$ cat config.mk
export PLATFORM = sky130hd
export DESIGN_NAME = inst_stage_sequencer_flat
export DESIGN_NICKNAME = d
export VERILOG_FILES = /design/src/rtl/inst_stage_sequencer_pkg.sv /design/src/rtl/inst_stage_sequencer_if.sv /design/src/rtl/inst_stage_sequencer_stage_count.sv /design/src/rtl/inst_stage_sequencer.sv /design/src/flat_wrapper.sv
export SDC_FILE = /design/constraint.sdc
export NUM_CORES = 1
export LEC_CHECK = 0
export CORE_MARGIN = 5
export CORE_UTILIZATION = 40
export CTS_BUF_LIST = sky130_fd_sc_hd__clkbuf_4
export DETAILED_ROUTE_END_ITERATION = 10
export PLACE_DENSITY = 0.67
export SYNTH_ARGS = -nofsm -noshare
export SYNTH_HDL_FRONTEND = slang
export SYNTH_SLANG_ARGS = --single-unit
$ cat constraint.sdc
create_clock -name clk -period 5.65 [get_ports clk]
set_input_delay 0.565 -clock clk [delete_from_list [all_inputs] [get_ports clk]]
set_output_delay 0.565 -clock clk [all_outputs]
set_load 0.005 [all_outputs]
$ cat src/rtl/inst_stage_sequencer_pkg.sv
// rtl/inst_stage_sequencer_pkg.sv - shared constants, types and width helpers for the stage sequencer
//
// Purpose: single home for the instruction encodings that expand into
// multiple micro-stages and for the width rules used by every file.
// Ports: none (package).
package inst_stage_sequencer_pkg;

  localparam int INST_BITS_DEF  = 16;
  localparam int DEPTH_DEF      = 2;
  localparam int MAX_STAGES_DEF = 4;
  localparam int CNT_BITS_DEF   = 8;

  // inst[15:6] of a call-with-source word; it gets a pc+4 push pre-stage.
  localparam logic [9:0] INST_CALL_SRC_PREFIX = 10'b0010000001;
  localparam int         CALL_SRC_STAGES      = 2;

  typedef enum logic [0:0] {
    INST_PLAIN    = 1'b0,
    INST_CALL_SRC = 1'b1
  } inst_class_e;

  // Stage index width; kept at least one bit wide.
  function automatic int stage_bits(input int max_stages);
    return (max_stages > 1) ? $clog2(max_stages) : 1;
  endfunction

  // Width able to hold a stage count of up to max_stages.
  function automatic int nstage_bits(input int max_stages);
    return $clog2(max_stages + 1);
  endfunction

  function automatic int occ_bits(input int depth);
    return $clog2(depth) + 1;
  endfunction

  function automatic int ptr_bits(input int depth);
    return (depth > 1) ? $clog2(depth) : 1;
  endfunction

endpackage

$ cat src/rtl/inst_stage_sequencer_if.sv
// rtl/inst_stage_sequencer_if.sv - fetch/scheduler-side signal bundle of the stage sequencer
//
// Purpose: groups the prefetch push, scheduler handshake, flush and status
// signals. master = prefetch/scheduler side, slave = sequencer.
// Ports: none (parameters INST_BITS, DEPTH, MAX_STAGES, CNT_BITS size the signals).
import inst_stage_sequencer_pkg::*;

interface inst_stage_sequencer_if #(
  parameter int INST_BITS  = INST_BITS_DEF,
  parameter int DEPTH      = DEPTH_DEF,
  parameter int MAX_STAGES = MAX_STAGES_DEF,
  parameter int CNT_BITS   = CNT_BITS_DEF
) ();

  localparam int STAGE_BITS = stage_bits(MAX_STAGES);
  localparam int OCC_BITS   = occ_bits(DEPTH);

  logic                  inst_in_valid;
  logic [INST_BITS-1:0]  inst_in;
  logic                  inst_in_ready;
  logic                  uop_valid;
  logic [INST_BITS-1:0]  uop_inst;
  logic [STAGE_BITS-1:0] uop_stage;
  logic                  uop_first;
  logic                  uop_last;
  logic                  push_pc_plus4;
  logic                  uop_done;
  logic                  sched_next_imm_data;
  logic                  next_imm_data;
  logic                  flush;
  logic [OCC_BITS-1:0]   occupancy;
  logic [CNT_BITS-1:0]   retired_count;

  modport master (
    output inst_in_valid, inst_in, uop_done, sched_next_imm_data, flush,
    input  inst_in_ready, uop_valid, uop_inst, uop_stage, uop_first, uop_last,
           push_pc_plus4, next_imm_data, occupancy, retired_count
  );

  modport slave (
    input  inst_in_valid, inst_in, uop_done, sched_next_imm_data, flush,
    output inst_in_ready, uop_valid, uop_inst, uop_stage, uop_first, uop_last,
           push_pc_plus4, next_imm_data, occupancy, retired_count
  );

endinterface

$ cat src/rtl/inst_stage_sequencer_stage_count.sv
// rtl/inst_stage_sequencer_stage_count.sv - combinational instruction-prefix to micro-stage count decoder
//
// Purpose: maps the opcode prefix of the head word to its number of
// micro-stages (1..MAX_STAGES). New multi-stage encodings go here only.
// Ports: i_prefix (inst[15:6]), o_n_stages (stage count), o_is_call (call-src word).
import inst_stage_sequencer_pkg::*;

module inst_stage_count #(
  parameter  int MAX_STAGES = MAX_STAGES_DEF,
  localparam int NS_BITS    = nstage_bits(MAX_STAGES)
) (
  input  logic [9:0]         i_prefix,
  output logic [NS_BITS-1:0] o_n_stages,
  output logic               o_is_call
);

  inst_class_e w_class;
  int          w_raw;

  always_comb begin
    w_class = INST_PLAIN;
    if (i_prefix == INST_CALL_SRC_PREFIX) begin
      w_class = INST_CALL_SRC;
    end

    w_raw = 1;
    case (w_class)
      INST_CALL_SRC: w_raw = CALL_SRC_STAGES;
      default:       w_raw = 1;
    endcase

    if (w_raw > MAX_STAGES) begin
      w_raw = MAX_STAGES;
    end
  end

  assign o_n_stages = NS_BITS'(w_raw);
  assign o_is_call  = (w_class == INST_CALL_SRC);

endmodule

$ cat src/rtl/inst_stage_sequencer.sv
// rtl/inst_stage_sequencer.sv - queued, flushable expander of instruction words into micro-stages
//
// Purpose: circular queue of fetched words between prefetch and the
// decoder/scheduler; the head word is stepped through its micro-stages on
// uop_done and popped (and counted) after its last stage.
// Ports: clk, reset (sync, active-high), bus (slave side of inst_stage_sequencer_if:
// push handshake, head/stage presentation, imm gating, flush, occupancy, retired count).
import inst_stage_sequencer_pkg::*;

module inst_stage_sequencer #(
  parameter int INST_BITS  = INST_BITS_DEF,
  parameter int DEPTH      = DEPTH_DEF,
  parameter int MAX_STAGES = MAX_STAGES_DEF,
  parameter int CNT_BITS   = CNT_BITS_DEF
) (
  input logic                   clk,
  input logic                   reset,
  inst_stage_sequencer_if.slave bus
);

  localparam int STAGE_BITS = stage_bits(MAX_STAGES);
  localparam int NS_BITS    = nstage_bits(MAX_STAGES);
  localparam int OCC_BITS   = occ_bits(DEPTH);
  localparam int PTR_BITS   = ptr_bits(DEPTH);

  logic [INST_BITS-1:0]  r_mem [DEPTH];
  logic [PTR_BITS-1:0]   r_rd_ptr;
  logic [PTR_BITS-1:0]   r_wr_ptr;
  logic [OCC_BITS-1:0]   r_occ;
  logic [STAGE_BITS-1:0] r_stage;
  logic [CNT_BITS-1:0]   r_retired;

  logic [INST_BITS-1:0]  w_head;
  logic [NS_BITS-1:0]    w_n_stages;
  logic                  w_is_call;
  logic                  w_valid;
  logic                  w_ready;
  logic                  w_last;
  logic                  w_push;
  logic                  w_done;
  logic                  w_pop;
  logic [PTR_BITS-1:0]   w_rd_inc;
  logic [PTR_BITS-1:0]   w_wr_inc;
  logic [PTR_BITS-1:0]   w_rd_next;

  assign w_head  = r_mem[r_rd_ptr];
  assign w_valid = (r_occ != '0);
  // Ready looks at registered occupancy only: a pop while full does not
  // admit a word in the same cycle.
  assign w_ready = (r_occ != OCC_BITS'(DEPTH));

  inst_stage_count #(
    .MAX_STAGES (MAX_STAGES)
  ) u_stage_count (
    .i_prefix   (w_head[INST_BITS-1 -: 10]),
    .o_n_stages (w_n_stages),
    .o_is_call  (w_is_call)
  );

  assign w_last = (NS_BITS'(r_stage) + NS_BITS'(1)) == w_n_stages;

  // A word arriving with flush is discarded along with the queued tail.
  assign w_push = bus.inst_in_valid && w_ready && !bus.flush;
  assign w_done = bus.uop_done && w_valid;
  assign w_pop  = w_done && w_last;

  assign w_rd_inc  = (r_rd_ptr == PTR_BITS'(DEPTH - 1)) ? '0 : r_rd_ptr + PTR_BITS'(1);
  assign w_wr_inc  = (r_wr_ptr == PTR_BITS'(DEPTH - 1)) ? '0 : r_wr_ptr + PTR_BITS'(1);
  assign w_rd_next = w_pop ? w_rd_inc : r_rd_ptr;

  always_ff @(posedge clk) begin
    if (reset) begin
      for (int i = 0; i < DEPTH; i++) begin
        r_mem[i] <= '0;
      end
      r_rd_ptr  <= '0;
      r_wr_ptr  <= '0;
      r_occ     <= '0;
      r_stage   <= '0;
      r_retired <= '0;
    end else begin
      if (w_push) begin
        r_mem[r_wr_ptr] <= bus.inst_in;
      end

      r_rd_ptr <= w_rd_next;

      if (bus.flush) begin
        // Only the presented head survives, unless it finishes this cycle.
        if (w_valid && !w_pop) begin
          r_occ    <= OCC_BITS'(1);
          r_wr_ptr <= w_rd_inc;
        end else begin
          r_occ    <= '0;
          r_wr_ptr <= w_rd_next;
        end
      end else begin
        if (w_push) begin
          r_wr_ptr <= w_wr_inc;
        end
        if (w_push && !w_pop) begin
          r_occ <= r_occ + OCC_BITS'(1);
        end else if (!w_push && w_pop) begin
          r_occ <= r_occ - OCC_BITS'(1);
        end
      end

      // Stage wraps to 0 only on the last stage, so it never saturates.
      if (w_pop) begin
        r_stage   <= '0;
        r_retired <= r_retired + CNT_BITS'(1);
      end else if (w_done) begin
        r_stage <= r_stage + STAGE_BITS'(1);
      end
    end
  end

  assign bus.inst_in_ready = w_ready;
  assign bus.uop_valid     = w_valid;
  assign bus.uop_inst      = w_valid ? w_head : '0;
  assign bus.uop_stage     = r_stage;
  assign bus.uop_first     = w_valid && (r_stage == '0);
  assign bus.uop_last      = w_valid && w_last;
  assign bus.push_pc_plus4 = w_valid && w_is_call && (r_stage == '0);
  // Imm data belongs to the final stage; pre-stages never consume it.
  assign bus.next_imm_data = bus.sched_next_imm_data && w_valid && w_last;
  assign bus.occupancy     = r_occ;
  assign bus.retired_count = r_retired;

endmodule

$ cat src/flat_wrapper.sv
// flat-port wrapper written by rule: the top's interface ports become plain ports
module inst_stage_sequencer_flat 
#(
  parameter int INST_BITS  = INST_BITS_DEF,
  parameter int DEPTH      = DEPTH_DEF,
  parameter int MAX_STAGES = MAX_STAGES_DEF,
  parameter int CNT_BITS   = CNT_BITS_DEF
)
  (clk, reset, bus_inst_in_valid, bus_inst_in, bus_uop_done, bus_sched_next_imm_data, bus_flush, bus_inst_in_ready, bus_uop_valid, bus_uop_inst, bus_uop_stage, bus_uop_first, bus_uop_last, bus_push_pc_plus4, bus_next_imm_data, bus_occupancy, bus_retired_count);
  inst_stage_sequencer_if #(.INST_BITS(INST_BITS), .DEPTH(DEPTH), .MAX_STAGES(MAX_STAGES), .CNT_BITS(CNT_BITS)) bus_i ();
  input logic clk;
  input logic reset;
  input wire logic [$bits(bus_i.inst_in_valid)-1:0] bus_inst_in_valid;
  input wire logic [$bits(bus_i.inst_in)-1:0] bus_inst_in;
  input wire logic [$bits(bus_i.uop_done)-1:0] bus_uop_done;
  input wire logic [$bits(bus_i.sched_next_imm_data)-1:0] bus_sched_next_imm_data;
  input wire logic [$bits(bus_i.flush)-1:0] bus_flush;
  output wire logic [$bits(bus_i.inst_in_ready)-1:0] bus_inst_in_ready;
  output wire logic [$bits(bus_i.uop_valid)-1:0] bus_uop_valid;
  output wire logic [$bits(bus_i.uop_inst)-1:0] bus_uop_inst;
  output wire logic [$bits(bus_i.uop_stage)-1:0] bus_uop_stage;
  output wire logic [$bits(bus_i.uop_first)-1:0] bus_uop_first;
  output wire logic [$bits(bus_i.uop_last)-1:0] bus_uop_last;
  output wire logic [$bits(bus_i.push_pc_plus4)-1:0] bus_push_pc_plus4;
  output wire logic [$bits(bus_i.next_imm_data)-1:0] bus_next_imm_data;
  output wire logic [$bits(bus_i.occupancy)-1:0] bus_occupancy;
  output wire logic [$bits(bus_i.retired_count)-1:0] bus_retired_count;
  assign bus_i.inst_in_valid = bus_inst_in_valid;
  assign bus_i.inst_in = bus_inst_in;
  assign bus_i.uop_done = bus_uop_done;
  assign bus_i.sched_next_imm_data = bus_sched_next_imm_data;
  assign bus_i.flush = bus_flush;
  assign bus_inst_in_ready = bus_i.inst_in_ready;
  assign bus_uop_valid = bus_i.uop_valid;
  assign bus_uop_inst = bus_i.uop_inst;
  assign bus_uop_stage = bus_i.uop_stage;
  assign bus_uop_first = bus_i.uop_first;
  assign bus_uop_last = bus_i.uop_last;
  assign bus_push_pc_plus4 = bus_i.push_pc_plus4;
  assign bus_next_imm_data = bus_i.next_imm_data;
  assign bus_occupancy = bus_i.occupancy;
  assign bus_retired_count = bus_i.retired_count;
  inst_stage_sequencer #(.INST_BITS(INST_BITS), .DEPTH(DEPTH), .MAX_STAGES(MAX_STAGES), .CNT_BITS(CNT_BITS)) u_core (.clk(clk), .reset(reset), .bus(bus_i));
endmodule
==> results of run 1 <==
==> layer usage <==
metal  up-vias  track usage (%)  share of wire (%)
met2        31            23.87                 50
met4         0            3.885               0.85
met5         -                0                  0
met3         4            2.786                3.9
li1        859                -                  -
met1       791            17.70                 45
==> worst max path at each step <==
stage / start / to / slack (ns) / depth (start not counted)
4_1_cts: u_core.r_rd_ptr / bus_next_imm_data / 1.93 / 8
5_1_grt: u_core.r_rd_ptr / bus_next_imm_data / 1.66 / 8
6_report: u_core.r_rd_ptr / bus_next_imm_data / 1.97 / 8
3_5_place_dp: reset / u_core.r_mem[1][3] / 2.32 / 5
3_3_place_gp: u_core.r_rd_ptr / bus_next_imm_data / 2.39 / 8
2_1_floorplan: u_core.r_mem[0][9] / bus_next_imm_data / 3.11 / 6
==> cells by family (layout without fill, tap and decap cells) <==
group / count (synthesis) / after routing / synth area share, %
AOI/OAI and AO/OA: 18 / 18 / 5.194
xor gates and xnor gates: 5 / 5 / 1.914
adders and majority gates: 3 / 3 / 1.640
buffers and inverters: 15 / 74 / 2.570
DFF: 46 / 46 / 54.24
muxes: 21 / 21 / 9.568
and+or+nand+nor: 102 / 102 / 24.88
==> through the flow <==
stage	area [um2]	instances	total power [uW]	hold WS [ns]
6_report	2992	341	651.9	0.5168
5_1_grt	2992	341	686.5	0.5620
4_1_cts	2992	341	660.8	0.5202
3_5_place_dp	2938	333	513.0	0.5020
3_3_place_gp	2938	333	511.5	0.4930
2_1_floorplan	2288	210	454.0	0.4871
==> Yosys cell counts, drive strengths merged, types with 2 or more instances <==
library cell / number / area share (%)
inv: 7 / 1.1
dfxtp: 14 / 12
o21ai: 4 / 0.87
xor2: 2 / 0.77
mux2i: 17 / 7.4
nor4: 6 / 2.3
o31ai: 2 / 0.66
a21oi: 5 / 1.1
nor2: 26 / 4.4
or3: 3 / 0.82
edfxtp: 32 / 42
xnor2: 3 / 1.1
mux2: 4 / 2.1
nand3: 3 / 0.66
and2: 34 / 9.3
nor2b: 3 / 0.82
ha: 3 / 1.6
nand2: 11 / 1.8
buf: 3 / 0.60
and3: 3 / 0.82
nand2b: 2 / 0.55
clkbuf: 5 / 0.82
nor3: 4 / 0.87
==> power breakdown <==
part	leakage [uW]	total [uW]	internal (uW)	switching [uW]
Clock	0.0000331	148	51.8	96.7
Sequential	0.000449	391	379	12.6
Combinational	0.000617	112	60.5	51.7
==> worst register-to-register path: stages, from the launching register on <==
cell     delay, ns
dfxtp_1       0.37
nor2_2        0.67
inv_1         0.31
nand2_1       0.28
nor3_1        0.07
mux2i_1       0.49
buf_4         0.27
mux2_2        0.34
nor3_1        0.12
==> state kept, by name, indices dropped and copies added (netlist names) <==
signal and count:
u_core.r_mem 32, u_core.bus.retired_count 8, u_core.bus.occupancy 2, u_core.bus.uop_stage 2, u_core.r_rd_ptr 1, u_core.r_wr_ptr 1
==> cell type report <==
type | instances | area share (%)
Inverter | 7 | 0.8783
Clock buffer | 6 | 1.506
Timing Repair Buffer | 59 | 19.41
Multi-Input combinational cell | 149 | 33.42
Sequential cell | 46 | 41.49
Clock inverter | 2 | 0.2928
Tap cell | 72 | 3.011
==> results.md, run 1 <==
- Outcome: completed
- Final Skew: 0.004767 ns
- Die Y: 85.64 um
- Worst Path Required: 5.09 ns
- Setup Fix Bufs, Post-CTS: 0
- Post-synthesis register bit count: 46
- Hold Fails Final Rpt: 0
- Most common cell after layout, fill and taps aside: clkdlybuf4s50_1
- Pre-CTS WS: 2.316 ns
- Crit Reg-Reg Endpoint: u_core.bus.occupancy[0]
- Drt pass-1 iters: 4
- Worst r2r src: u_core.bus.occupancy[1]
- Family with the most delay on the worst path: buffers and inverters
- Final net count: 293
- WS Path Type: register to output port
- Area of the multi-input gates: 999.7 um2
- Synth unique cells: 42
- Pin count of the biggest net entering global routing: 20
- Post-Syn Instances: 210
- Min-delay src: u_core.bus.retired_count[6]
- Register area share after synthesis: 54.24%
- Tmin final: 3.680 ns
- Dpl hpwl: 3482 um
- CTS tree: yes
- Setup TNS Final: 0 ns
- Hold-critical path depth: 2
- Worst hold-check path type: register to register
- CP Capture Type: output port
- # setup viols final: 0
- DRC: 0
- Yosys warns: 0
- Vias in the first global route: 1703
- Fill count: 508
- Post_cts resized: 0
- RSZ-0062 raised after global routing: no
- CP cell instances: buf_4 > nand2_1 > nor4_1 > o22ai_2 > mux2_4 > nor3_1 > and2_1 > clkdlybuf4s50_1
- Worst Reg-to-Reg Cells: 8
- Max FO, Critical Path: 13
- Root buf cell: clkbuf_4
- Ys async rst share: 0%
- Die width: 85.64 um
- Row count: 27
- EDFF count, synth: 32
- First-iteration detailed-routing DRC count: 107
- Placer Congestion: 0.7309
- Reg clk slew, reported paths: 0.13 ns
- Routed vias/inst: 4.941
- CTS hold repair buffers: 0
- Critical path's largest stage delay: 0.61 ns
- Final ANT Viol Nets: 0
- N_diodes: 0
- H-tree depth: 2
- CTS Buffer Depth: 2
- Gr usage total: 13.88%
- Syn Area/Cell: 10.90 um2
- WL per Instance: 14.11 um
- Maximum clock rate: 0.2717 GHz
- Flop-to-flop setup slack: 2.67 ns
- Global route overflow: 0
- Core ar.: 5540 um2
- PortBufs: 55
- FF+latch area: 1241 um2
- Crit-path slowest cell: dfxtp_1
- Power per cell area: 217.9 nW/um2
- Static leakage: 0.001099 uW
- Final wirelength: 4812 um
- Worst Path Buf+Inv: 2
- Fraction of layout cells with a size suffix above 1: 7.807%
- Most used DFF post-synth: edfxtp_1
- Least-Margin Pin Slew: 0.9149 ns
- CTS sink count: 46
- Vias: 1685
- Finished Core Util: 54.00%
- Final period utilization: 65.13%
- Final Worst Setup Slack: 1.970 ns
- Synthesized Nets: 235
- Number of max-cap violations: 0
- Worst Setup Start Kind: register
- Rel. slew slack: 38.78%
- Peak VDD IR: 132.1 uV
- Die ar.: 7334 um2
- Num CTS Buffers: 5
- Initial antenna violation count: 0
- Commonest cells after routing, fill and taps aside: clkdlybuf4s50_1, and2_1, edfxtp_1, nor2_1, mux2i_1
- Cell area after synthesis: 2288 um2
- Layout area overhead: 30.73%
- Boundary Pins: 56
- Hold Crit Endpoint: u_core.bus.retired_count[6]
- First-pass GRT wire length: 8107 um
- Initial core utilization: 41.31%
- Worst EP arrival: 3.11 ns
- Slew Viols, Final: 0
- Clock Latency Late Sink: 0.34 ns
Power figures use the tool's default switching activity.
==> inputs of run 2 (changes only) <==
==> constraint.sdc (replaced) <==
create_clock -name clk -period 3.45 [get_ports clk]
set_input_delay 0.345 -clock clk [delete_from_list [all_inputs] [get_ports clk]]
set_output_delay 0.345 -clock clk [all_outputs]
set_load 0.005 [all_outputs]
==> results.md, run 2 (same netlist as run 1, synthesis figures left out) <==
- Setup TNS Final: 0 ns
- Rel. slew slack: 19.86%
- Die width: 85.64 um
- CTS sink count: 46
- Clock group share of total power: 24.2%
- Drt pass-1 iters: 4
- Worst hold-check path type: register to register
- NetSw: 286.9 uW
- CP Capture Type: output port
- Slew Viols, Final: 0
- Maximum clock rate: 0.3139 GHz
- Die ar.: 7334 um2
- Final ANT Viol Nets: 0
- Reg clk slew, reported paths: 0.14 ns
- Tmin final: 3.186 ns
- Worst Path Required: 3.11 ns
- Row count: 27
- Sw Share: 26.25%
- Initial core utilization: 41.31%
- # setup viols final: 0
- Routed vias/inst: 4.933
- Final wirelength: 4822 um
- Root buf cell: clkbuf_4
- Layout area overhead: 32.31%
- CTS Buffer Depth: 2
- Sequential group share of total power: 58.6%
- Power per cell area: 361.0 nW/um2
- Combinational cell fraction of total power: 17.3%
- Boundary Pins: 56
- WL per Instance: 14.02 um
- Least-Margin Pin Slew: 1.192 ns
- H-tree depth: 2
- N_diodes: 0
- Flop-to-flop setup slack: 1.01 ns
- Core ar.: 5540 um2
- Biggest register: u_core.r_mem
- Final net count: 296
- Clock Latency Late Sink: 0.36 ns
- Max reg flops: 32
- PortBufs: 55
- Vias: 1697
- Commonest cells after routing, fill and taps aside: clkdlybuf4s50_1, and2_1, edfxtp_1, nor2_1, mux2i_1
- CTS hold repair buffers: 0
- Gr usage total: 14.12%
- Global route overflow: 0
- Outcome: completed
- Hold Fails Final Rpt: 0
- Static leakage: 0.001114 uW
- Worst EP arrival: 2.84 ns
- Fraction of layout cells with a size suffix above 1: 9.559%
- DRC: 0
- Num CTS Buffers: 5
- First-pass GRT wire length: 8211 um
- Setup Fix Bufs, Post-CTS: 0
- Most common cell after layout, fill and taps aside: clkdlybuf4s50_1
- Fill count: 496
- First-iteration detailed-routing DRC count: 63
- Post_cts resized: 0
- Dpl hpwl: 3529 um
- Initial antenna violation count: 0
- WS Path Type: register to output port
- RSZ-0062 raised after global routing: no
- Max FO, Critical Path: 5
- Worst hold slack: 0.5252 ns
- Final Skew: 0.009395 ns
- Placer Congestion: 0.7652
- Internal power: 806.1 uW
- Vias in the first global route: 1713
- Final period utilization: 92.35%
- Worst Setup Start Kind: register
- Pin count of the biggest net entering global routing: 20
- CTS tree: yes
- Peak VDD IR: 203.7 uV
- Number of max-cap violations: 0
- Die Y: 85.64 um
[run 2: cell count changes in the layout (fill, tap and decap cells not counted)]
cell	delta
buf_4	+3
clkbuf_4	-1
clkinv_1	-1
clkinv_2	-1
clkinv_4	+1
clkinvlp_4	+1
inv_6	+1
nor3_1	-1
nor3_2	+1
[run 2: worst paths after layout]
kind,cells after the start,end,startpoint
min reg2reg,2,u_core.bus.uop_stage[1],u_core.bus.uop_stage[1]
min,2,u_core.bus.uop_stage[1],u_core.bus.uop_stage[1]
max reg2reg,6,u_core.bus.retired_count[5],u_core.r_mem[0][9]
max,7,bus_next_imm_data,u_core.r_mem[0][9]
[run 2: cell type report]
class                      count  area, um2  area share (%)
multi-input combinational    149       1005           33.18
clock buffer                   5      37.54           1.240
tap                           72      90.09           2.975
timing repair buffer          62      603.1           19.92
inverter                       7      26.28          0.8678
sequential                    46       1241           40.99
clock inverter                 3      25.02          0.8264
[run 2: power groups by stage]
stage	sequential, uW	clock [uW]	combinational (uW)
after floorplan	647	0	96.6
after global placement	653	0	188
after detailed placement	653	0	190
after CTS	641	274	191
after global routing	645	304	208
final	640	264	189
[run 2: metrics by stage]
step	instances	total power (uW)	setup slack, ns	instance area [um2]	utilization (%)
floorplan	210	743.5	1.031	2288	-
global placement	336	840.5	0.5214	2960	53.43
detailed placement	336	843.5	0.5105	2960	53.43
CTS	344	1106	0.08290	3023	54.56
global route	344	1156	0.1048	3028	54.65
finish	344	1093	0.2640	3028	54.65
[run 2: critical path: stages (launching register included)]
cell and delay (ns):
edfxtp_1 0.41, or4b_4 0.56, nor4_4 0.16, o22ai_2 0.16
mux2_4 0.35, nor3_2 0.20, and2_1 0.16, clkdlybuf4s50_1 0.49
[run 2: per-layer routing]
layer | share of wire [%] | track usage [%]
met1 | 43 | 17.47
met2 | 50 | 24.01
met3 | 4.7 | 3.170
met4 | 1.8 | 5.324
met5 | 0 | 0
